===== src/rtl/hash_pkg.sv =====
// Shared definitions for the hash pipeline output stage: default widths and
// the unpacker FSM state type.
package hash_pkg;

  localparam int HASH_WORD_W = 256;
  localparam int HASH_BEAT_W = 32;

  typedef enum logic {
    IDLE = 1'b0,
    SEND = 1'b1
  } unpack_state_t;

endpackage


===== src/rtl/hash_word_holding_reg.sv =====
// Single-entry pending-word register with a valid flag; load wins over clear.
module hash_word_holding_reg #(
  parameter int W = 256
) (
  input  logic         clk,
  input  logic         rstN,
  input  logic         load,
  input  logic         clear,
  input  logic [W-1:0] word,
  output logic [W-1:0] held_word,
  output logic         held_valid
);

  always_ff @(posedge clk) begin
    if (!rstN) begin
      held_word  <= '0;
      held_valid <= 1'b0;
    end else if (load) begin
      held_word  <= word;
      held_valid <= 1'b1;
    end else if (clear) begin
      held_valid <= 1'b0;
    end
  end

endmodule


===== src/rtl/hash_word_unpacker.sv =====
// Splits full-width hash words into narrow beats, LSB beat first, with a
// one-word pending buffer. Define HASH_UNPACK_PARITY_EN for registered beat parity.
//
// Handshake: a transfer happens on a rising edge where valid && ready are both
// high; valid never drops and data never changes until that transfer occurs.
module hash_word_unpacker
  import hash_pkg::*;
#(
  parameter int P_IN_WIDTH  = HASH_WORD_W,
  parameter int P_OUT_WIDTH = HASH_BEAT_W
) (
  input  logic                   clk,
  input  logic                   rstN,
  input  logic                   in_valid,
  output logic                   in_ready,
  input  logic [P_IN_WIDTH-1:0]  in_data,
  output logic                   out_valid,
  input  logic                   out_ready,
  output logic [P_OUT_WIDTH-1:0] out_data,
  output logic                   out_last,
  output logic                   out_parity
);

  localparam int N_BEATS = P_IN_WIDTH / P_OUT_WIDTH;
  localparam int CNT_W   = (N_BEATS > 1) ? $clog2(N_BEATS) : 1;

  generate
    if ((N_BEATS < 2) || ((P_IN_WIDTH % P_OUT_WIDTH) != 0)) begin : g_bad_cfg
      $error("hash_word_unpacker: P_IN_WIDTH must be a multiple (>=2x) of P_OUT_WIDTH");
    end
  endgenerate

  unpack_state_t         state;
  logic [P_IN_WIDTH-1:0] shift_reg;
  logic [CNT_W-1:0]      beat_cnt;
  logic [P_IN_WIDTH-1:0] pend_word;
  logic                  pend_valid;

  logic                   in_fire;
  logic                   out_fire;
  logic                   last_fire;
  logic                   pend_load;
  logic                   pend_clear;
  logic                   pend_valid_next;
  logic                   take_word;
  logic                   step_beat;
  logic                   go_idle;
  logic [P_IN_WIDTH-1:0]  word_src;
  logic [P_OUT_WIDTH-1:0] next_beat;

  always_comb begin
    in_fire    = in_valid && in_ready;
    out_fire   = out_valid && out_ready;
    last_fire  = out_fire && out_last;

    // A word arriving while beats are outstanding parks in the pending
    // register, unless the last beat leaves this same cycle (bypass load).
    pend_load  = in_fire && (state == SEND) && !last_fire;
    pend_clear = last_fire && pend_valid;
    pend_valid_next = pend_load || (pend_valid && !pend_clear);

    take_word  = ((state == IDLE) && in_fire) ||
                 (last_fire && (pend_valid || in_fire));
    step_beat  = out_fire && !out_last;
    go_idle    = last_fire && !pend_valid && !in_fire;

    word_src   = pend_valid ? pend_word : in_data;
    next_beat  = take_word ? word_src[P_OUT_WIDTH-1:0]
                           : shift_reg[P_OUT_WIDTH-1:0];
  end

  hash_word_holding_reg #(
    .W(P_IN_WIDTH)
  ) u_pending (
    .clk       (clk),
    .rstN      (rstN),
    .load      (pend_load),
    .clear     (pend_clear),
    .word      (in_data),
    .held_word (pend_word),
    .held_valid(pend_valid)
  );

  // shift_reg holds the beats not yet presented; out_data is the current beat.
  always_ff @(posedge clk) begin
    if (!rstN) begin
      state     <= IDLE;
      shift_reg <= '0;
      beat_cnt  <= '0;
      out_valid <= 1'b0;
      out_data  <= '0;
      out_last  <= 1'b0;
      in_ready  <= 1'b1;
    end else begin
      in_ready <= !pend_valid_next;
      case (state)
        IDLE: begin
          if (take_word) begin
            shift_reg <= word_src >> P_OUT_WIDTH;
            out_data  <= next_beat;
            beat_cnt  <= '0;
            out_last  <= 1'b0;
            out_valid <= 1'b1;
            state     <= SEND;
          end
        end
        SEND: begin
          if (take_word) begin
            shift_reg <= word_src >> P_OUT_WIDTH;
            out_data  <= next_beat;
            beat_cnt  <= '0;
            out_last  <= 1'b0;
            out_valid <= 1'b1;
          end else if (step_beat) begin
            shift_reg <= shift_reg >> P_OUT_WIDTH;
            out_data  <= next_beat;
            beat_cnt  <= beat_cnt + 1'b1;
            out_last  <= (beat_cnt == CNT_W'(N_BEATS - 2));
          end else if (go_idle) begin
            out_valid <= 1'b0;
            out_last  <= 1'b0;
            state     <= IDLE;
          end
        end
        default: state <= IDLE;
      endcase
    end
  end

`ifdef HASH_UNPACK_PARITY_EN
  always_ff @(posedge clk) begin
    if (!rstN) begin
      out_parity <= 1'b0;
    end else if (take_word || step_beat) begin
      out_parity <= ^next_beat;
    end
  end
`else
  assign out_parity = 1'b0;
`endif

endmodule


===== config.mk =====
export PLATFORM = sky130hd
export DESIGN_NAME = hash_word_unpacker
export DESIGN_NICKNAME = d
export VERILOG_FILES = /design/src/rtl/hash_pkg.sv /design/src/rtl/hash_word_holding_reg.sv /design/src/rtl/hash_word_unpacker.sv
export SDC_FILE = /design/constraint.sdc
export NUM_CORES = 1
export LEC_CHECK = 0
export ABC_AREA = 1
export BUFFER_PORTS_ARGS = -buffer_cell sky130_fd_sc_hd__buf_2
export CAP_MARGIN = 40
export CORE_UTILIZATION = 45
export CTS_BUF_LIST = sky130_fd_sc_hd__clkbuf_8 sky130_fd_sc_hd__clkbuf_16
export DETAILED_ROUTE_END_ITERATION = 16
export PLACE_DENSITY = 0.61
export SLEW_MARGIN = 10
export SYNTH_ARGS = -nofsm -noshare
export SYNTH_HDL_FRONTEND = slang
export SYNTH_SLANG_ARGS = --single-unit

===== constraint.sdc =====
create_clock -name clk -period 4 [get_ports clk]
set_clock_uncertainty 0.05 [all_clocks]
set_input_delay 0.4 -clock clk [delete_from_list [all_inputs] [get_ports clk]]
set_output_delay 0.4 -clock clk [all_outputs]
set_load 0.02 [all_outputs]

# Word-level counts from Yosys, hierarchy flattened

Cells that the tools add are included.
W data, S select, Z words.

Muxes and demuxes: 30
Eq/ne operators: 6
$add $sub $neg: 1
Reductions and logical operators: 25
Bitwise logic cells: 1

Operator list:

| cell                  | count |
|---|---|
| $mux W256             | 4 |
| $pmux W256 S2         | 1 |
| $mux W32              | 4 |
| $pmux W32 S2          | 1 |
| $mux W1               | 13 |
| $logic_and A1 B1 Y1   | 12 |
| $mux W3               | 3 |
| $logic_not A1 Y1      | 6 |
| $ne A3 B1 Y1 const B  | 2 |
| $pmux W1 S2           | 3 |
| $pmux W3 S2           | 1 |
| $ne A4 B1 Y1 const B  | 1 |
| $reduce_and A2 Y1     | 2 |
| $add A3 B1 Y3 const B | 1 |
| $eq A3 B3 Y1 const B  | 1 |
| $logic_or A1 B1 Y1    | 3 |
| $ne A3 B3 Y1 const B  | 1 |
| $reduce_and A3 Y1     | 1 |
| $ne A2 B2 Y1 const B  | 1 |
| $reduce_bool A2 Y1    | 1 |
| $not A1 Y1            | 1 |

Input port bits: 260
Register bits: 552
Output and inout port bits: 36

# Depth between registers and ports, before layout

Gate-level depths: netlist (run 1).

Depth after elaboration: 8
Depth in mapped cells: 11

# Cells and area by module

A second synthesis (run 1) with hierarchy kept.

Cells, all modules: 3,943
Area, all modules: 25,333.0 sq um

Modules (own cells, without submodules):

| module                | times used | cells each | area an instance (sq um) |
|---|---|---|---|
| hash_word_unpacker    | 1          | 2,829      | 16,459.5 |
| hash_word_holding_reg | 1          | 1,114      | 8,873.5 |

# Worst setup path before layout (run 1)

Ideal clock, no wire load.

Kind: register to register
Start: register out_valid
End: register shift_reg[125]
Arrival time: 1,518 ps
Library setup time: 113 ps
Path slack: 2,319 ps
Stages on the path, launching flop included: 10
Cells stage by stage: dfxtp_1 nand2_1 nor2_1 inv_2 o21ai_4 buf_6 buf_2 nand2_1 nand2_1 nor2_1

Longest elaborated chain between the ends: 6
Elaborated cells on any way between the ends: 10

RTL lines:

| what                                                      | line                      | text |
|---|---|---|
| start: declaration                                        | hash_word_unpacker.sv:17  | `output logic out_valid,` |
| start signal: assignment                                  | hash_word_unpacker.sv:90  | `out_valid <= 1'b0;` |
| start signal: assignment                                  | hash_word_unpacker.sv:103 | `out_valid <= 1'b1;` |
| start signal: assignment                                  | hash_word_unpacker.sv:113 | `out_valid <= 1'b1;` |
| $logic_and A1 B1 Y1 *                                     | hash_word_unpacker.sv:53  | `out_fire = out_valid && out_ready;` |
| $logic_and A1 B1 Y1                                       | hash_word_unpacker.sv:54  | `last_fire = out_fire && out_last;` |
| $logic_and A1 B1 Y1                                       | hash_word_unpacker.sv:63  | `(last_fire && (pend_valid \|\| in_fire));` |
| $logic_or A1 B1 Y1                                        | hash_word_unpacker.sv:62  | `take_word = ((state == IDLE) && in_fire) \|\|` |
| $mux W256 (tied with other cells)                         | hash_word_unpacker.sv:108 | `if (take_word) begin` |
| $pmux W256 S2 / $reduce_and A2 Y1 (equally long branches) | -                         |  |
| end signal: assignment                                    | hash_word_unpacker.sv:99  | `shift_reg <= word_src >> P_OUT_WIDTH;` |
| end signal: assignment                                    | hash_word_unpacker.sv:109 | `shift_reg <= word_src >> P_OUT_WIDTH;` |
| end signal: assignment                                    | hash_word_unpacker.sv:115 | `shift_reg <= shift_reg >> P_OUT_WIDTH;` |
| end: declaration                                          | hash_word_unpacker.sv:34  | `logic [P_IN_WIDTH-1:0] shift_reg;` |

Every way passes the cells marked *; elsewhere a longest branch is shown, timed or not.
A chain may end at the register's enable or synchronous reset.

# Worst setup path after layout (run 1)

Start: register in_ready
End: register u_pending.held_word[95]

Longest elaborated chain between the ends: 3

RTL lines:

| what                             | line                        | text |
|---|---|---|
| start: declaration               | hash_word_unpacker.sv:15    | `output logic in_ready,` |
| start signal: assignment         | hash_word_unpacker.sv:95    | `in_ready <= !pend_valid_next;` |
| $logic_and A1 B1 Y1              | hash_word_unpacker.sv:52    | `in_fire = in_valid && in_ready;` |
| $logic_and A1 B1 Y1 (2 in a row) | hash_word_unpacker.sv:58    | `pend_load = in_fire && (state == SEND) && !last_fire;` |
| end signal: assignment           | hash_word_holding_reg.sv:19 | `held_word <= word;` |
| end: declaration                 | hash_word_holding_reg.sv:10 | `output logic [W-1:0] held_word,` |

Every way passes these cells.

==> results of run 1 <==
-- final timing paths --
| kind | from | end | slack, ps | depth (start not counted) |
|---|---|---|---|---|
| setup / recovery | in_ready | u_pending.held_word[95] | 1570 | 7 |
| hold / removal | in_data[160] | u_pending.held_word[160] | 20 | 3 |
| setup reg to reg | in_ready | u_pending.held_word[95] | 1570 | 7 |
| hold reg to reg | shift_reg[195] | shift_reg[195] | 420 | 2 |
-- power breakdown --
part	switching (µW)	leakage [µW]	internal [µW]
sequential	248	0.00427	5660
combinational	1670	0.00835	959
clock	2230	0.00101	3310
total	4150	0.0136	9920
-- per-layer routing --
| metal | GRT usage [%] | up-vias |
|---|---|---|
| li1 | - | 12700 |
| met3 | 3.32 | 136 |
| met2 | 44.4 | 581 |
| met5 | 0 | - |
| met4 | 9.03 | 2 |
| met1 | 36.1 | 11100 |
-- kinds of logic (layout without fill, tap and decap cells) --
| logic type | Yosys count | after routing | synth area share [%] |
|---|---|---|---|
| xor+xnor | 1 | 1 | 0.0349 |
| mux | 32 | 32 | 1.27 |
| fa+ha+maj | 2 | 2 | 0.0996 |
| flops | 520 | 520 | 41.4 |
| other cells | 1 | 3 | 0.0149 |
| simple gates | 2236 | 2236 | 34.4 |
| buf+inv | 526 | 835 | 8.92 |
| compound gates | 586 | 586 | 13.8 |
-- area by class of cell --
type / count / area, µm²
clock buffer: 75 / 1670
tap: 748 / 936
fill: 5694 / 24800
timing repair buffer: 496 / 3600
multi-input combinational: 2858 / 12500
antenna: 2 / 5.00
sequential: 520 / 10400
inverter: 235 / 895
clock inverter: 29 / 304
-- worst reg2reg max path, delay by kind of cell, from the launching register on --
kind | cells | cell delay, ps
buf+inv | 2 | 910
flops | 1 | 440
simple gates | 5 | 930
-- cells in the final DEF (no fill, tap or decap), drive strengths merged, types with 2 or more instances in the layout --
master and n:
diode 2, a21oi 37, a21boi 192, o211ai 2, buf 329, o21ai 323, nor2 902, nand3 196
bufinv 6, dfxtp 520, nand2 1137, clkinv 7, clkinvlp 3, inv 248, clkbuf 75, o22ai 32
mux2i 32, dlygate4sd3 167, ha 2
-- metrics by stage --
stage	hold WS, ps	setup WS, ps
4_1_cts	0.148	1550
6_report	22.0	1570
3_3_place_gp	411	1540
2_1_floorplan	398	2320
5_1_grt	21.9	1390
3_5_place_dp	411	1520
==> reports/metrics.cfg, run 1 <==
[worst_setup_path]
required_ps = 4470
crit_buf_inv = 2
cp_slowest_cell = inv_8
worstSetupEndpointType = flop
critPathKind = reg2reg
critical_path_arrival_ps = 2910
crit_top_cell = nor2_1
critPathTopFamily = simple AND/OR/NAND/NOR gates
max_stage_delay_ps = 460
critPathLaunchType = flop
crit_chain = nand2_1 > nor2_1 > nand2_8 > inv_8 > buf_4 > nor2_1 > nor2_1
crit_fanout = 76

[pwr]
leakage_uw = 0.0136
finalPower_uw = 14100
ir_drop_mv = 0.334
cellPowerDensity_nw_per_um2 = 464

[synthesis]
syn_area_per_cell_um2 = 6.44
synth_warnings = 0
async_flop_share_pct = 0
ys_ff_latch = 520
synth_enable_flop_cells = 0
synth_most_common_cell = nand2_1
synth_area_um2 = 25100
synth_nets = 4166
synthFlopType = dfxtp_1
synthTopCellsByCount = nand2_1 (1135), nor2_1 (902), dfxtp_1 (520)
yosysSeqAreaShare_pct = 41.4
synth_top_area_share_pct = 41.4
synthTopCellsByArea = dfxtp_1 (41%), nand2_1 (17%), nor2_1 (13%), o21ai_0 (6.3%), a21boi_0 (5.7%)
ys_types = 26
yosysTopAreaCell = dfxtp_1
syn_inst = 3904

[sta]
period_share_pct = 60.8
fmax_ghz = 0.411
tightest_slew_ps = 1010
maxSlewHeadroom_pct = 32.8
setup_viol = 0
slew_viol_final = 0
setup_tns_ps = 0
grt_setup_unrepaired = no
final_hold_viol_count = 0
fin_crit_ps = 2430

[clocking]
h-tree-depth = 2
clk_pin_slew_ps = 60
cts_tree = built
cts_inserted_buffers = 57
postCtsHoldBufs = 167
worst_skew_pair.late_latency_ps = 620
cts_sinks = 520
root_buffer = clkbuf_16
clockBufferDepth = 3
post-cts-setup-buffer-count = 0
cts.repair.resized = 0

[job]
cap_violations = 0

[placed_design]
dp_cells = 4690
io_buffers = 294
placement.cell_area_um2 = 26700
hpwl_um = 47700
gp_congestion = 0.830

[floorplan]
pin_count = 296
std_cell_rows = 86
die_width_um = 238
coreArea_um2 = 55100
die_y_um = 238
start_util_pct = 45.6
die_area_um2 = 56800

[finish]
stdcell_count = 4963
drive_gt1_share_pct = 10.3
largest_reg_flops = 256
finish.utilization_pct = 55.1
fin_area_um2 = 30300
syn2layout_area_growth_pct = 20.7
layout.nets = 4430

[drt]
routedWlPerCell_um = 15.6
drc = 0
drtPass1Iterations = 5
via_count = 24400
antenna_left = 0
wl_met1_um = 34900
dr_wl_met3_um = 3720
drt_iter0_drc = 1900
wl_met2_um = 36300
vias_per_cell = 4.92
routed_wl_um = 77300
highest_layer = met5

[global_route]
antenna_found_initial = 3
grt_usage_pct = 26.8
grt_pass1_vias = 22600
gr-total-overflow = 0
grt_pass1_wl_um = 122000
grt_max_degree = 196

[hold_path]
hold_class = in2reg

[status]
outcome = complete, no violations

No activity file was read; power rests on OpenSTA's default activity.
==> inputs of run 2 (changes only) <==
==> constraint.sdc (replaced) <==
create_clock -name clk -period 2.4 [get_ports clk]
set_clock_uncertainty 0.05 [all_clocks]
set_input_delay 0.24 -clock clk [delete_from_list [all_inputs] [get_ports clk]]
set_output_delay 0.24 -clock clk [all_outputs]
set_load 0.02 [all_outputs]
==> run 2 against run 1 <==
Clock-buffer cell count shrank 5. Sequential power up 67%. Register-to-register slack lost 1400 ps. Clock power grew 64%. Wire length increased by 2.5%. Via count is 2.8% higher. Die area is the same. Global-route usage increased by 0.63 points. Total power increased by 68%. Flip-flop and latch count is the same. Worst hold slack improved by 62 ps. Core utilization is 2.5 points higher.
==> reports/metrics.cfg, run 2 (synthesis results as in run 1) <==
[status]
outcome = complete, no violations

[sta]
setup_tns_ps = 0  ; unchanged
slew_viol_final = 0  ; unchanged
setup_viol = 0  ; unchanged
final_hold_viol_count = 0  ; unchanged
fin_crit_ps = 2210  ; -221 ps
grt_setup_unrepaired = no
hold_slack_ps = 83.9  ; +61.9 ps
period_share_pct = 92.2  ; +31 points
tightest_slew_ps = 704  ; -305 ps
fmax_ghz = 0.452  ; +10%
maxSlewHeadroom_pct = 53.1  ; +20 points

[finish]
syn2layout_area_growth_pct = 26.3
layout.nets = 4559  ; +2.9%
fin_area_um2 = 31700  ; +4.6%
final_common_cell = nand2_1
stdcell_count = 5093  ; +2.6%
finish.utilization_pct = 57.6  ; +2.5 points
largest_reg_flops = 256  ; unchanged
drive_gt1_share_pct = 10.6  ; +0.24 points
layout_common_cells = nand2_1 (1133), nor2_1 (901), dfxtp_1 (518)
multi_input_area_um2 = 12500  ; about the same
nFillCells = 5454  ; -4.2%
seq_area_um2 = 10400  ; unchanged

[placed_design]
gp_congestion = 0.851  ; +2.5%
io_buffers = 294  ; unchanged
placement.cell_area_um2 = 27100  ; +1.6%
dp_cells = 4718  ; +0.60%
hpwl_um = 49800  ; +4.5%

[clocking]
clk_pin_slew_ps = 60  ; about the same
root_buffer = clkbuf_16
h-tree-depth = 2  ; unchanged
cts_tree = built
cts_inserted_buffers = 58  ; +1.8%
cts_sinks = 520  ; unchanged
worst_skew_pair.late_latency_ps = 620  ; about the same
clockBufferDepth = 3  ; unchanged
post-cts-setup-buffer-count = 0  ; unchanged

[drt]
drtPass1Iterations = 5  ; unchanged
routed_wl_um = 79200  ; +2.5%
drt_iter0_drc = 1759  ; -7.4%
vias_per_cell = 4.93  ; +0.16%
antenna_left = 0  ; unchanged
via_count = 25100  ; +2.8%
drc = 0  ; unchanged
routedWlPerCell_um = 15.6  ; -0.15%

[worst_setup_path]
reg2reg_to = u_pending.held_word[215]
cp-startpoint = state
worstSetupEndpointType = flop
critical_path_arrival_ps = 2680  ; -230 ps
cp-endpoint = u_pending.held_word[215]
r2r_setup_slack_ps = 190  ; -1380 ps
critPathKind = reg2reg
r2r_cells = 7  ; unchanged
critPathLaunchType = flop
rr_startpoint = state
required_ps = 2860  ; -1610 ps
crit_fanout = 33  ; -57%

[floorplan]
start_util_pct = 45.6  ; unchanged
std_cell_rows = 86  ; unchanged
die_y_um = 238  ; unchanged
coreArea_um2 = 55100  ; unchanged
pin_count = 296  ; unchanged
die_area_um2 = 56800  ; unchanged
die_width_um = 238  ; unchanged

[pwr]
clockPowerShare_pct = 38.5  ; -0.9 points
p_int_uw = 16600  ; +67%
cellPowerDensity_nw_per_um2 = 743  ; +60%
ir_drop_mv = 0.526  ; +57%
comb_power_share_pct = 19.7  ; +1.0 points
sw_frac_of_total_pct = 29.7  ; +0.18 points
p_sw_uw = 7000  ; +69%
leakage_uw = 0.0143  ; +4.6%
power_frac_seq_pct = 41.8  ; -0.2 points

[global_route]
grt_pass1_vias = 23800  ; +5.2%
gr-total-overflow = 0  ; unchanged
grt_pass1_wl_um = 126000  ; +2.7%
antenna_found_initial = 2  ; -1
grt_usage_pct = 27.5  ; +0.63 points
grt_max_degree = 142  ; -28%

[hold_path]
whs_path_depth = 5  ; +2
hold_class = in2reg

[job]
cap_violations = 0  ; unchanged

==> run 2: cell count changes in the layout (fill, tap and decap cells not counted), sizes merged <==
cell,before,now
inv,248,253
buf,329,357
dlygate4sd3,167,267
bufinv,6,4
clkbuf,75,70
clkinv,7,11
==> run 2: final cells by class <==
| cell class | instances | area share (%) |
|---|---|---|
| multi-input cells | 2858 | 39.4 |
| flip-flops and latches | 520 | 32.8 |
| repair buffers | 624 | 15.8 |
| clock buffers | 70 | 5.27 |
| well taps | 748 | 2.95 |
| inverters | 235 | 2.82 |
| clock inverters | 36 | 0.871 |
| diodes | 2 | 0.0158 |
==> run 2: repair_timing <==
action / in CTS / in global routing
gates resized for setup: 0 / 1
endpoints found under the hold margin: 299 / 0
endpoints found under the setup margin: 0 / 1
hold buffers: 267 / 0
==> run 2: worst min path at each step <==
stage,start,to,slack [ps]
floorplan,in_data[0],u_pending.held_word[0],330
global placement,shift_reg[216],shift_reg[216],410
detailed placement,shift_reg[221],shift_reg[221],410
CTS,in_valid,state,40
global route,in_valid,state,70
finish,in_valid,state,80
==> run 2: power by group through the flow <==
| stage | clock [µW] | combinational (µW) | sequential (µW) |
|---|---|---|---|
| floorplan | 0 | 2910 | 9990 |
| finish | 9090 | 4650 | 9850 |
| CTS | 9260 | 4660 | 9850 |
| global placement | 0 | 4290 | 10000 |
| detailed placement | 0 | 4300 | 10000 |
| global route | 9610 | 5230 | 9940 |
==> run 2: stage by stage <==
stage	total power, µW	setup slack (ps)
global route	24800	60.5
floorplan	12900	719
finish	23600	188
CTS	23800	129
global placement	14300	338
detailed placement	14300	329
==> run 2: layer usage <==
| metal | up-vias | wire length (µm) | global-route usage, % |
|---|---|---|---|
| li1 | 12900 | - | - |
| met1 | 11400 | 35400 | 36.2 |
| met2 | 609 | 38200 | 46.8 |
| met3 | 124 | 3570 | 3.17 |
| met4 | 0 | 2150 | 8.57 |
| met5 | - | 0 | 0 |
==> run 2: worst max-delay path, stage by stage (launching register included) <==
cell and delay, ps:
dfxtp_4 400, inv_4 80, nor2_2 250, nand2_8 200
buf_4 300, o21ai_0 210, dlygate4sd3_1 580, nor2_1 40
